<file path="src/rtl/neuron_pkg.sv">
// Shared fixed-point definitions for the neuron output layer (Q8.8 words, FSM states, add helpers).
// Build option NEURON_OUT_SAT_EN: defined -> saturating arithmetic, undefined -> wrap modulo 2^BITS.
package neuron_pkg;

    localparam int BITS = 16;
    localparam int FRAC = 8;

    typedef logic signed [BITS-1:0] word_t;

    typedef enum logic [2:0] {
        S_IDLE = 3'd0,
        S_MAC  = 3'd1,
        S_ACT  = 3'd2,
        S_ERR  = 3'd3,
        S_GRAD = 3'd4,
        S_UPD  = 3'd5,
        S_DONE = 3'd6
    } state_t;

    localparam word_t WORD_MAX = {1'b0, {(BITS-1){1'b1}}};
    localparam word_t WORD_MIN = {1'b1, {(BITS-1){1'b0}}};

    // Clamp to the rail selected by the sign of the true result when it overflowed.
    function automatic word_t saturate(input logic neg, input logic ovf, input word_t v);
        if (ovf) return neg ? WORD_MIN : WORD_MAX;
        return v;
    endfunction

    function automatic word_t fxp_add(input word_t a, input word_t b);
`ifdef NEURON_OUT_SAT_EN
        logic [BITS:0] s;
        s = {a[BITS-1], a} + {b[BITS-1], b};
        return saturate(s[BITS], s[BITS] != s[BITS-1], s[BITS-1:0]);
`else
        return a + b;
`endif
    endfunction

    function automatic word_t fxp_sub(input word_t a, input word_t b);
`ifdef NEURON_OUT_SAT_EN
        logic [BITS:0] s;
        s = {a[BITS-1], a} - {b[BITS-1], b};
        return saturate(s[BITS], s[BITS] != s[BITS-1], s[BITS-1:0]);
`else
        return a - b;
`endif
    endfunction

endpackage

</file>
<file path="src/rtl/fxp_mul.sv">
// Shared signed Q8.8 multiplier: full product, keep bits [BITS+FRAC-1:FRAC] (floor rounding).
// Build option NEURON_OUT_SAT_EN: defined -> clamp out-of-range results, undefined -> wrap.
module fxp_mul
    import neuron_pkg::*;
(
    input  logic [BITS-1:0] i_a,
    input  logic [BITS-1:0] i_b,
    output logic [BITS-1:0] o_p
);

    logic signed [2*BITS-1:0] w_prod;
    logic                     w_unused;

    assign w_prod = $signed(i_a) * $signed(i_b);

`ifdef NEURON_OUT_SAT_EN
    logic w_ovf;
    // The kept field is valid only if every bit above it repeats its sign bit.
    assign w_ovf    = !((&w_prod[2*BITS-1:BITS+FRAC-1]) || !(|w_prod[2*BITS-1:BITS+FRAC-1]));
    assign o_p      = saturate(w_prod[2*BITS-1], w_ovf, w_prod[BITS+FRAC-1:FRAC]);
    assign w_unused = ^w_prod[FRAC-1:0];
`else
    assign o_p      = w_prod[BITS+FRAC-1:FRAC];
    assign w_unused = ^{w_prod[2*BITS-1:BITS+FRAC], w_prod[FRAC-1:0]};
`endif

endmodule

</file>
<file path="src/rtl/neuron_output.sv">
// Output-layer neuron: serial MAC forward pass, optional one-step gradient update of weights and bias.
// BITS must match neuron_pkg::BITS; build option NEURON_OUT_SAT_EN selects saturating arithmetic.
module neuron_output #(
    parameter int N    = 6,
    parameter int BITS = 16
) (
    input  logic                clk,
    input  logic                rst_n,
    input  logic                load,
    input  logic [N*BITS-1:0]   w_in,
    input  logic [BITS-1:0]     b_in,
    input  logic                start,
    input  logic                train,
    input  logic [N*BITS-1:0]   x,
    input  logic [BITS-1:0]     target,
    input  logic [BITS-1:0]     lr,
    output logic [BITS-1:0]     y,
    output logic [BITS-1:0]     dz_out,
    output logic [N*BITS-1:0]   w_fwd,
    output logic [(N+1)*BITS-1:0] w_out,
    output logic                busy,
    output logic                done
);
    import neuron_pkg::*;

    localparam int IDX_W = $clog2(N + 1);

    state_t           r_state;
    word_t            r_w  [N];
    word_t            r_wf [N];
    word_t            r_x  [N];
    word_t            r_b;
    word_t            r_target;
    word_t            r_lr;
    logic             r_train;
    word_t            r_acc;
    word_t            r_g;
    word_t            r_y;
    word_t            r_dz;
    logic [IDX_W-1:0] r_idx;

    word_t            w_sel_x;
    word_t            w_sel_w;
    word_t            w_mul_a;
    word_t            w_mul_b;
    word_t            w_prod;

    // MAC, GRAD and UPD share one multiplier; operands are steered by state.
    // NOTE: every always_comb output gets a default first so no path can infer a latch.
    always_comb begin
        w_sel_x = '0;
        w_sel_w = '0;
        w_mul_a = '0;
        w_mul_b = '0;
        for (int i = 0; i < N; i++) begin
            if (r_idx == IDX_W'(i)) begin
                w_sel_x = r_x[i];
                w_sel_w = r_w[i];
            end
        end
        case (r_state)
            S_MAC:   begin w_mul_a = w_sel_x; w_mul_b = w_sel_w; end
            S_GRAD:  begin w_mul_a = r_lr;    w_mul_b = r_dz;    end
            S_UPD:   begin w_mul_a = r_g;     w_mul_b = w_sel_x; end
            default: begin w_mul_a = '0;      w_mul_b = '0;      end
        endcase
    end

    fxp_mul u_mul (
        .i_a (w_mul_a),
        .i_b (w_mul_b),
        .o_p (w_prod)
    );

    // NOTE: sequential state uses non-blocking assignments only, so every read sees the pre-edge value.
    // NOTE: the weight arrays are flops, not RAM, and are cleared by reset so an aborted update leaves nothing behind.
    always_ff @(posedge clk or negedge rst_n) begin
        if (!rst_n) begin
            r_state  <= S_IDLE;
            for (int i = 0; i < N; i++) begin
                r_w[i]  <= '0;
                r_wf[i] <= '0;
                r_x[i]  <= '0;
            end
            r_b      <= '0;
            r_target <= '0;
            r_lr     <= '0;
            r_train  <= 1'b0;
            r_acc    <= '0;
            r_g      <= '0;
            r_y      <= '0;
            r_dz     <= '0;
            r_idx    <= '0;
        end else begin
            case (r_state)
                S_IDLE: begin
                    if (load) begin
                        for (int i = 0; i < N; i++) r_w[i] <= w_in[i*BITS +: BITS];
                        r_b <= b_in;
                    end else if (start) begin
                        for (int i = 0; i < N; i++) begin
                            r_x[i]  <= x[i*BITS +: BITS];
                            r_wf[i] <= r_w[i];
                        end
                        r_target <= target;
                        r_lr     <= lr;
                        r_train  <= train;
                        r_acc    <= r_b;
                        r_idx    <= '0;
                        r_state  <= S_MAC;
                    end
                end
                S_MAC: begin
                    r_acc <= fxp_add(r_acc, w_prod);
                    if (r_idx == IDX_W'(N - 1)) begin
                        r_idx   <= '0;
                        r_state <= S_ACT;
                    end else begin
                        r_idx <= r_idx + 1'b1;
                    end
                end
                S_ACT: begin
                    r_y     <= r_acc;
                    r_state <= r_train ? S_ERR : S_DONE;
                end
                S_ERR: begin
                    r_dz    <= fxp_sub(r_y, r_target);
                    r_state <= S_GRAD;
                end
                S_GRAD: begin
                    r_g     <= w_prod;
                    r_idx   <= '0;
                    r_state <= S_UPD;
                end
                S_UPD: begin
                    // Weights first (one per edge), bias on the final step.
                    if (r_idx == IDX_W'(N)) begin
                        r_b     <= fxp_add(r_b, r_g);
                        r_idx   <= '0;
                        r_state <= S_DONE;
                    end else begin
                        for (int i = 0; i < N; i++) begin
                            if (r_idx == IDX_W'(i)) r_w[i] <= fxp_add(r_w[i], w_prod);
                        end
                        r_idx <= r_idx + 1'b1;
                    end
                end
                S_DONE:  r_state <= S_IDLE;
                default: r_state <= S_IDLE;
            endcase
        end
    end

    for (genvar gi = 0; gi < N; gi++) begin : g_pack
        assign w_fwd[gi*BITS +: BITS]     = r_wf[gi];
        assign w_out[(gi+1)*BITS +: BITS] = r_w[gi];
    end
    assign w_out[BITS-1:0] = r_b;

    assign y      = r_y;
    assign dz_out = r_dz;
    assign busy   = (r_state != S_IDLE);
    assign done   = (r_state == S_DONE);

endmodule

</file>
<file path="config.mk">
export PLATFORM = sky130hd
export DESIGN_NAME = neuron_output
export DESIGN_NICKNAME = d
export VERILOG_FILES = /design/src/rtl/neuron_pkg.sv /design/src/rtl/fxp_mul.sv /design/src/rtl/neuron_output.sv
export SDC_FILE = /design/constraint.sdc
export NUM_CORES = 2
export LEC_CHECK = 0
export CAP_MARGIN = 5
export CORE_ASPECT_RATIO = 1.4
export CORE_UTILIZATION = 56
export DETAILED_ROUTE_END_ITERATION = 10
export PLACE_DENSITY_LB_ADDON = 0.3
export SYNTH_ARGS = -nofsm -noshare
export SYNTH_HDL_FRONTEND = slang
export SYNTH_SLANG_ARGS = --single-unit
</file>
<file path="constraint.sdc">
create_clock -name clk -period 12.5 [get_ports clk]
set_clock_uncertainty 0.05 [all_clocks]
set_input_delay 2.5 -clock clk [delete_from_list [all_inputs] [get_ports clk]]
set_output_delay 2.5 -clock clk [all_outputs]
set_load 0.02 [all_outputs]
</file>
* Word level (Yosys, flattened, before mapping)
Cells that the tools add are included.
** Cells by class
- Add/sub/neg operators :: 10
- Multipliers :: 1
- Eq/ne operators :: 24
- Mux-type cells :: 40
- Bitwise logic cells :: 1
- Reductions and logical operators :: 17
** Operator list (count)
- 16-bit 2-to-1 mux :: 22
- 96-bit 2-to-1 mux :: 2
- 96-bit case mux with 2 select lines :: 1
- 16-bit adder :: 8
- 16-bit case mux with 3 select lines :: 2
- 16-bit case mux with 2 select lines :: 2
- 4-bit AND reduction :: 7
- 3-bit 2-to-1 mux :: 9
- 16-bit by 16-bit multiplier with 24-bit output :: 1
- 2-bit inequality test (second input constant) :: 12
- 3-bit == test (second input constant) :: 6
- 3-bit case mux with 6 select lines :: 1
- 16-bit subtractor :: 1
- 3-bit by 2-bit == test with 1-bit output (second input constant) :: 4
- 3-bit case mux with 4 select lines :: 1
- 3-bit AND reduction :: 4
- 3-bit by 1-bit == test with 1-bit output (second input constant) :: 2
- 3-bit zero test :: 2
- 2-bit nonzero test :: 2
- 4-bit nonzero test :: 1
- 3-bit by 1-bit adder with 3-bit output (second input constant) :: 1
- 3-bit nonzero test :: 1
- 1-bit inverter :: 1
** Word-level totals
- Flip-flop bits (word level) :: 407
- Input bits :: 245
- Logic and storage cells :: 121

* Depth between registers and ports, before layout
- Depth in word-level cells :: 13
- Depth in mapped cells :: 52

* Modules after synthesis
Synthesis repeated with hierarchy kept, for this count alone.
** Second synthesis, totals
- Cell total of the unflattened synthesis :: 3741
- Area total of the unflattened synthesis :: 31378.8 sq um
** By module, submodules not included
- neuron_output :: instances 1, cells each 2900, area each 23996.8 sq um
- fxp_mul :: instances 1, cells each 841, area each 7382.1 sq um

* Least setup slack after synthesis
No wires, ideal clock.
- Path type :: register to register
- From :: reg r_idx[1]
- To :: reg r_w (netlist bit w_out[63])
- Setup time :: 77 ps
- Data arrival time :: 10457 ps
- Setup slack :: 1917 ps
- Cell stages (with the launch flop) :: 50
- Path buffers :: 7
- Cells stage by stage :: dfrtp_1 > buf_6 > buf_6 > inv_1 > nor2_1 > ha_1 > buf_4 > buf_6 > buf_2 > clkbuf_1 > a221oi_1 > a21oi_1 > mux2_2 > a21oi_1 > or2_2 > clkbuf_1 > nor2_1 > fa_1 > (+14 left out) > nand2b_1 > a21o_1 > a21oi_1 > xnor2_1 > ha_1 > a21o_1 > a21o_1 > a2111oi_0 > nor3_1 > a2111oi_0 > o21bai_1 > a21oi_1 > nor2_1 > a211oi_1 > o21a_1 > xor2_1 > a21oi_1 > o21ai_1
** Between the ends
- Cells in the longest elaborated chain, start to end :: 13
- Elaborated cells between the ends (all ways) :: 29
** RTL lines
- start: declaration :: RTL line neuron_output.sv:40 : logic [IDX_W-1:0] r_idx;
- start signal: assignment :: RTL line neuron_output.sv:119 : r_idx <= r_idx + 1'b1;
- start signal: assignment :: RTL line neuron_output.sv:145 : r_idx <= r_idx + 1'b1;
- 3-bit zero test :: RTL line neuron_output.sv:56 : if (r_idx == IDX_W'(i)) begin
- 16-bit 2-to-1 mux (6 in series) :: RTL line neuron_output.sv:56
- 16-bit case mux with 3 select lines :: RTL line neuron_output.sv:61 : case (r_state)
- 16-bit by 16-bit multiplier with 24-bit output (*) :: RTL line fxp_mul.sv:14 : assign w_prod = $signed(i_a) * $signed(i_b);
- named net u_mul.o_p[1] :: RTL line fxp_mul.sv:8 : output logic [BITS-1:0] o_p
- 16-bit adder (*) :: RTL line neuron_pkg.sv:35 : return a + b;
- 16-bit 2-to-1 mux (*) :: RTL line neuron_output.sv:143 : if (r_idx == IDX_W'(i)) r_w[i] <= fxp_add(r_w[i], w_prod);
- 96-bit 2-to-1 mux (*) :: RTL line neuron_output.sv:137 : if (r_idx == IDX_W'(N)) begin
- 96-bit case mux with 2 select lines (*) :: RTL line neuron_output.sv:95 : case (r_state)
- end signal: indexed assignment :: RTL line neuron_output.sv:143
- end: declaration :: RTL line neuron_output.sv:29 : word_t r_w [N];
Mark *: on every way through the listed nets, which the timed path passes. The rest lies on a longest branch. The select of a mux whose other input is x is not followed.
A chain may end at the register's enable or synchronous reset.

* Worst setup path in the final report
- From :: reg r_idx[0]
- To :: reg r_acc[15]
** Between the ends
- Cells in the longest elaborated chain, start to end :: 11
- Elaborated cells between the ends (all ways) :: 23
** RTL lines
- 3-bit zero test :: RTL line neuron_output.sv:56
- 16-bit 2-to-1 mux (6 in series) :: RTL line neuron_output.sv:56
- 16-bit case mux with 3 select lines :: RTL line neuron_output.sv:61
- 16-bit by 16-bit multiplier with 24-bit output (*) :: RTL line fxp_mul.sv:14
- named net u_mul.o_p[12] :: RTL line fxp_mul.sv:8
- 16-bit adder (*) :: RTL line neuron_pkg.sv:35
- 16-bit case mux with 2 select lines (*) :: RTL line neuron_output.sv:95
- end signal: assignment :: RTL line neuron_output.sv:108 : r_acc <= r_b;
- end signal: assignment :: RTL line neuron_output.sv:114 : r_acc <= fxp_add(r_acc, w_prod);
- end: declaration :: RTL line neuron_output.sv:36 : word_t r_acc;
Mark *: on every way through the listed nets, which the timed path passes. The rest lies on a longest branch.

==> impl_metrics.ini <==
[status]
status = completed

[placement]
post_dp_cell_area_um2 = 37070
gp_congestion = 1.056
dp_hpwl_um = 85860
port_buffers = 486

[global_route]
grt_pass1_wl_um = 165000
track_usage_pct = 38.81
grt_max_degree = 183
grt_overflow = 0
antenna_found_initial = 11
grt_pass1_vias = 27340

[cells_and_area]
fin_area_um2 = 38560
multiInputGateArea_um2 = 19550
final_util_pct = 69.61
drive_above_1_share_pct = 12.56
finalNetCount = 4323
area_delta_synth_final_pct = 22.71
fillCellCount = 4345
seq_area_um2 = 10190

[timing]
period_minus_slack_ns = 11.66
finalSetupViolations = 0
drv_slew = 0
hold_viol_final = 0
slew_headroom_pct = 10.17
setup_tns_ns = 0
finalCritPeriodShare_pct = 93.29
hold-worst-slack_ns = 0.4533
max_freq_mhz = 85.75
rsz0062_at_grt = no
worstMarginPinSlew_ns = 1.346

[yosys]
syn_nets = 3899
avgSynthCellArea_um2 = 9.680
synth_top_area_share_pct = 32.41
ys_warn_count = 0
synthCells = 3246
synth_seq_cells = 407
synthTopCellsByArea = dfrtp_1 32%, fa_1 12%, mux2_2 9.6%, ha_1 8.5%, inv_1 3.7%
synth_edf_count = 0
synth_area_um2 = 31420
synth_top_area_cell = dfrtp_1
synthFlopType = dfrtp_1
synth_cell_types = 85
yosysSeqAreaShare_pct = 32.41
async_flop_share_pct = 100.0

[floorplanning]
core_area_um2 = 55390
std_cell_rows = 102
pin_count = 487
start_util_pct = 56.73
dieArea_um2 = 57080
fp.dieW_um = 202.2
die_h_um = 282.3

[hold_path]
min_path_type = reg -> reg

[clock_tree]
clock_path_buffers = 3
post_cts_resized = 0
cts_post_setup_buffers_inserted = 0
cts_hold_buf = 0
cts_sinks = 407
htree_levels = 2
clk_latency_ns = 0.59
cts_tree = built
clk_pin_slew_ns = 0.06
cts_root_buffer = clkbuf_16
cts_buffers = 44

[setup_path]
worstPathRequired_ns = 12.89
arrival_ns = 12.05
end_kind = flip-flop
critical-path-max-stage-delay_ns = 0.89
crit_slowest_cell = xnor2_2
worstSetupPathType = reg -> reg
worstPathMaxFanout = 23
start_kind = flip-flop

[drt]
wire_per_inst_um = 24.91
wirelength_um = 110600
firstDrtPassIters = 6
drc = 0
ant_nets = 0
drtIter0Drc = 2246
viasPerCell = 6.013
vias = 26700

[flow_run]
max_cap_viol_count = 0
==> sequential cells by signal, indices dropped and copies added (netlist names) <==
register and count:
r_x 96, r_state 3, r_train 1, r_b 16
dz_out 16, r_g 16, w_fwd 96, r_target 16
r_lr 16, r_acc 16, r_idx 3, y 16
w_out 96
==> worst paths after layout <==
check	slack (ns)	from	cells past startpoint	to
max reg2reg	0.84	r_idx[0]	40	r_acc[15]
min	0.45	w_fwd[4]	1	w_fwd[4]
min reg2reg	0.45	w_fwd[4]	1	w_fwd[4]
max	0.84	r_idx[0]	40	r_acc[15]
min in group asynchronous	1.87	rst_n	1	r_target[8]
max in group asynchronous	8.17	rst_n	3	r_idx[1]
==> cells in the mapped netlist, drive strengths merged (16+ instances only) <==
cell and n:
dfrtp 407, inv 308, nor2 303, nand2 280, mux2 273, o21ai 222, ha 213, a21oi 208
fa 195, clkbuf 115, mux2i 83, xnor2 75, xor2 69, buf 44, nand2b 41, a21o 39
nor3 31, or3 30, or2 26, o21bai 25, a31oi 24, nor2b 24, o21a 24, a221oi 20
nand3 20, a211oi 16
==> through the flow <==
step / std cells / setup slack (ns)
finish: 4441 / 0.8383
global route: 4441 / 0.08634
CTS: 4431 / 0.9954
detailed placement: 4352 / 1.015
global placement: 4352 / 1.135
floorplan: 3246 / 1.917
==> critical path: cells and delay by family (launching register included) <==
family                     cells  cell delay [ns]
xor gates and xnor gates       2             1.08
buffers and inverters          7             1.00
adders and majority gates      9             4.34
AOI/OAI and AO/OA             13             3.31
and+or+nand+nor                9             1.16
DFF                            1             0.53
==> final cells by class <==
type	instances	share of cell area, %
Multi-Input combinational cell	2372	50.70
Sequential cell	407	26.43
Timing Repair Buffer	537	13.65
Clock buffer	65	3.352
Inverter	308	2.998
Tap cell	728	2.362
Clock inverter	14	0.4381
Antenna cell	10	0.06490
==> placed cells by master (no fill, tap or decap), types with 29 or more instances in the layout <==
master	n
a21o_1	39
a21oi_1	202
buf_4	50
clkbuf_16	46
clkdlybuf4s50_1	485
dfrtp_1	404
fa_1	195
ha_1	212
inv_1	307
mux2_2	268
mux2i_1	83
nand2_1	278
nand2b_1	41
nor2_1	299
nor3_1	29
o21ai_0	207
or3_1	30
xnor2_1	72
xor2_1	58
==> logic make-up after synthesis <==
family | Yosys count | share of synthesized area (%)
XOR/XNOR | 146 | 4.193
buffers and inverters | 467 | 5.913
AO/OA/AOI/OAI | 663 | 12.93
multiplexers | 356 | 12.43
flip-flops | 407 | 32.41
AND/OR/NAND/NOR | 799 | 11.22
adder cells (fa/ha/maj) | 408 | 20.90
==> layer usage <==
| metal | wire [um] | track usage (%) | vias to the layer above |
|---|---|---|---|
| li1 | - | - | 11820 |
| met1 | 39540 | 44.77 | 13200 |
| met2 | 54550 | 66.67 | 1320 |
| met3 | 8303 | 6.452 | 365 |
| met5 | 0 | 0 | - |
| met4 | 8209 | 25.70 | 0 |
Power is not shown: default switching activity piles up to over one toggle a cycle in this logic, so the estimate is an artifact.
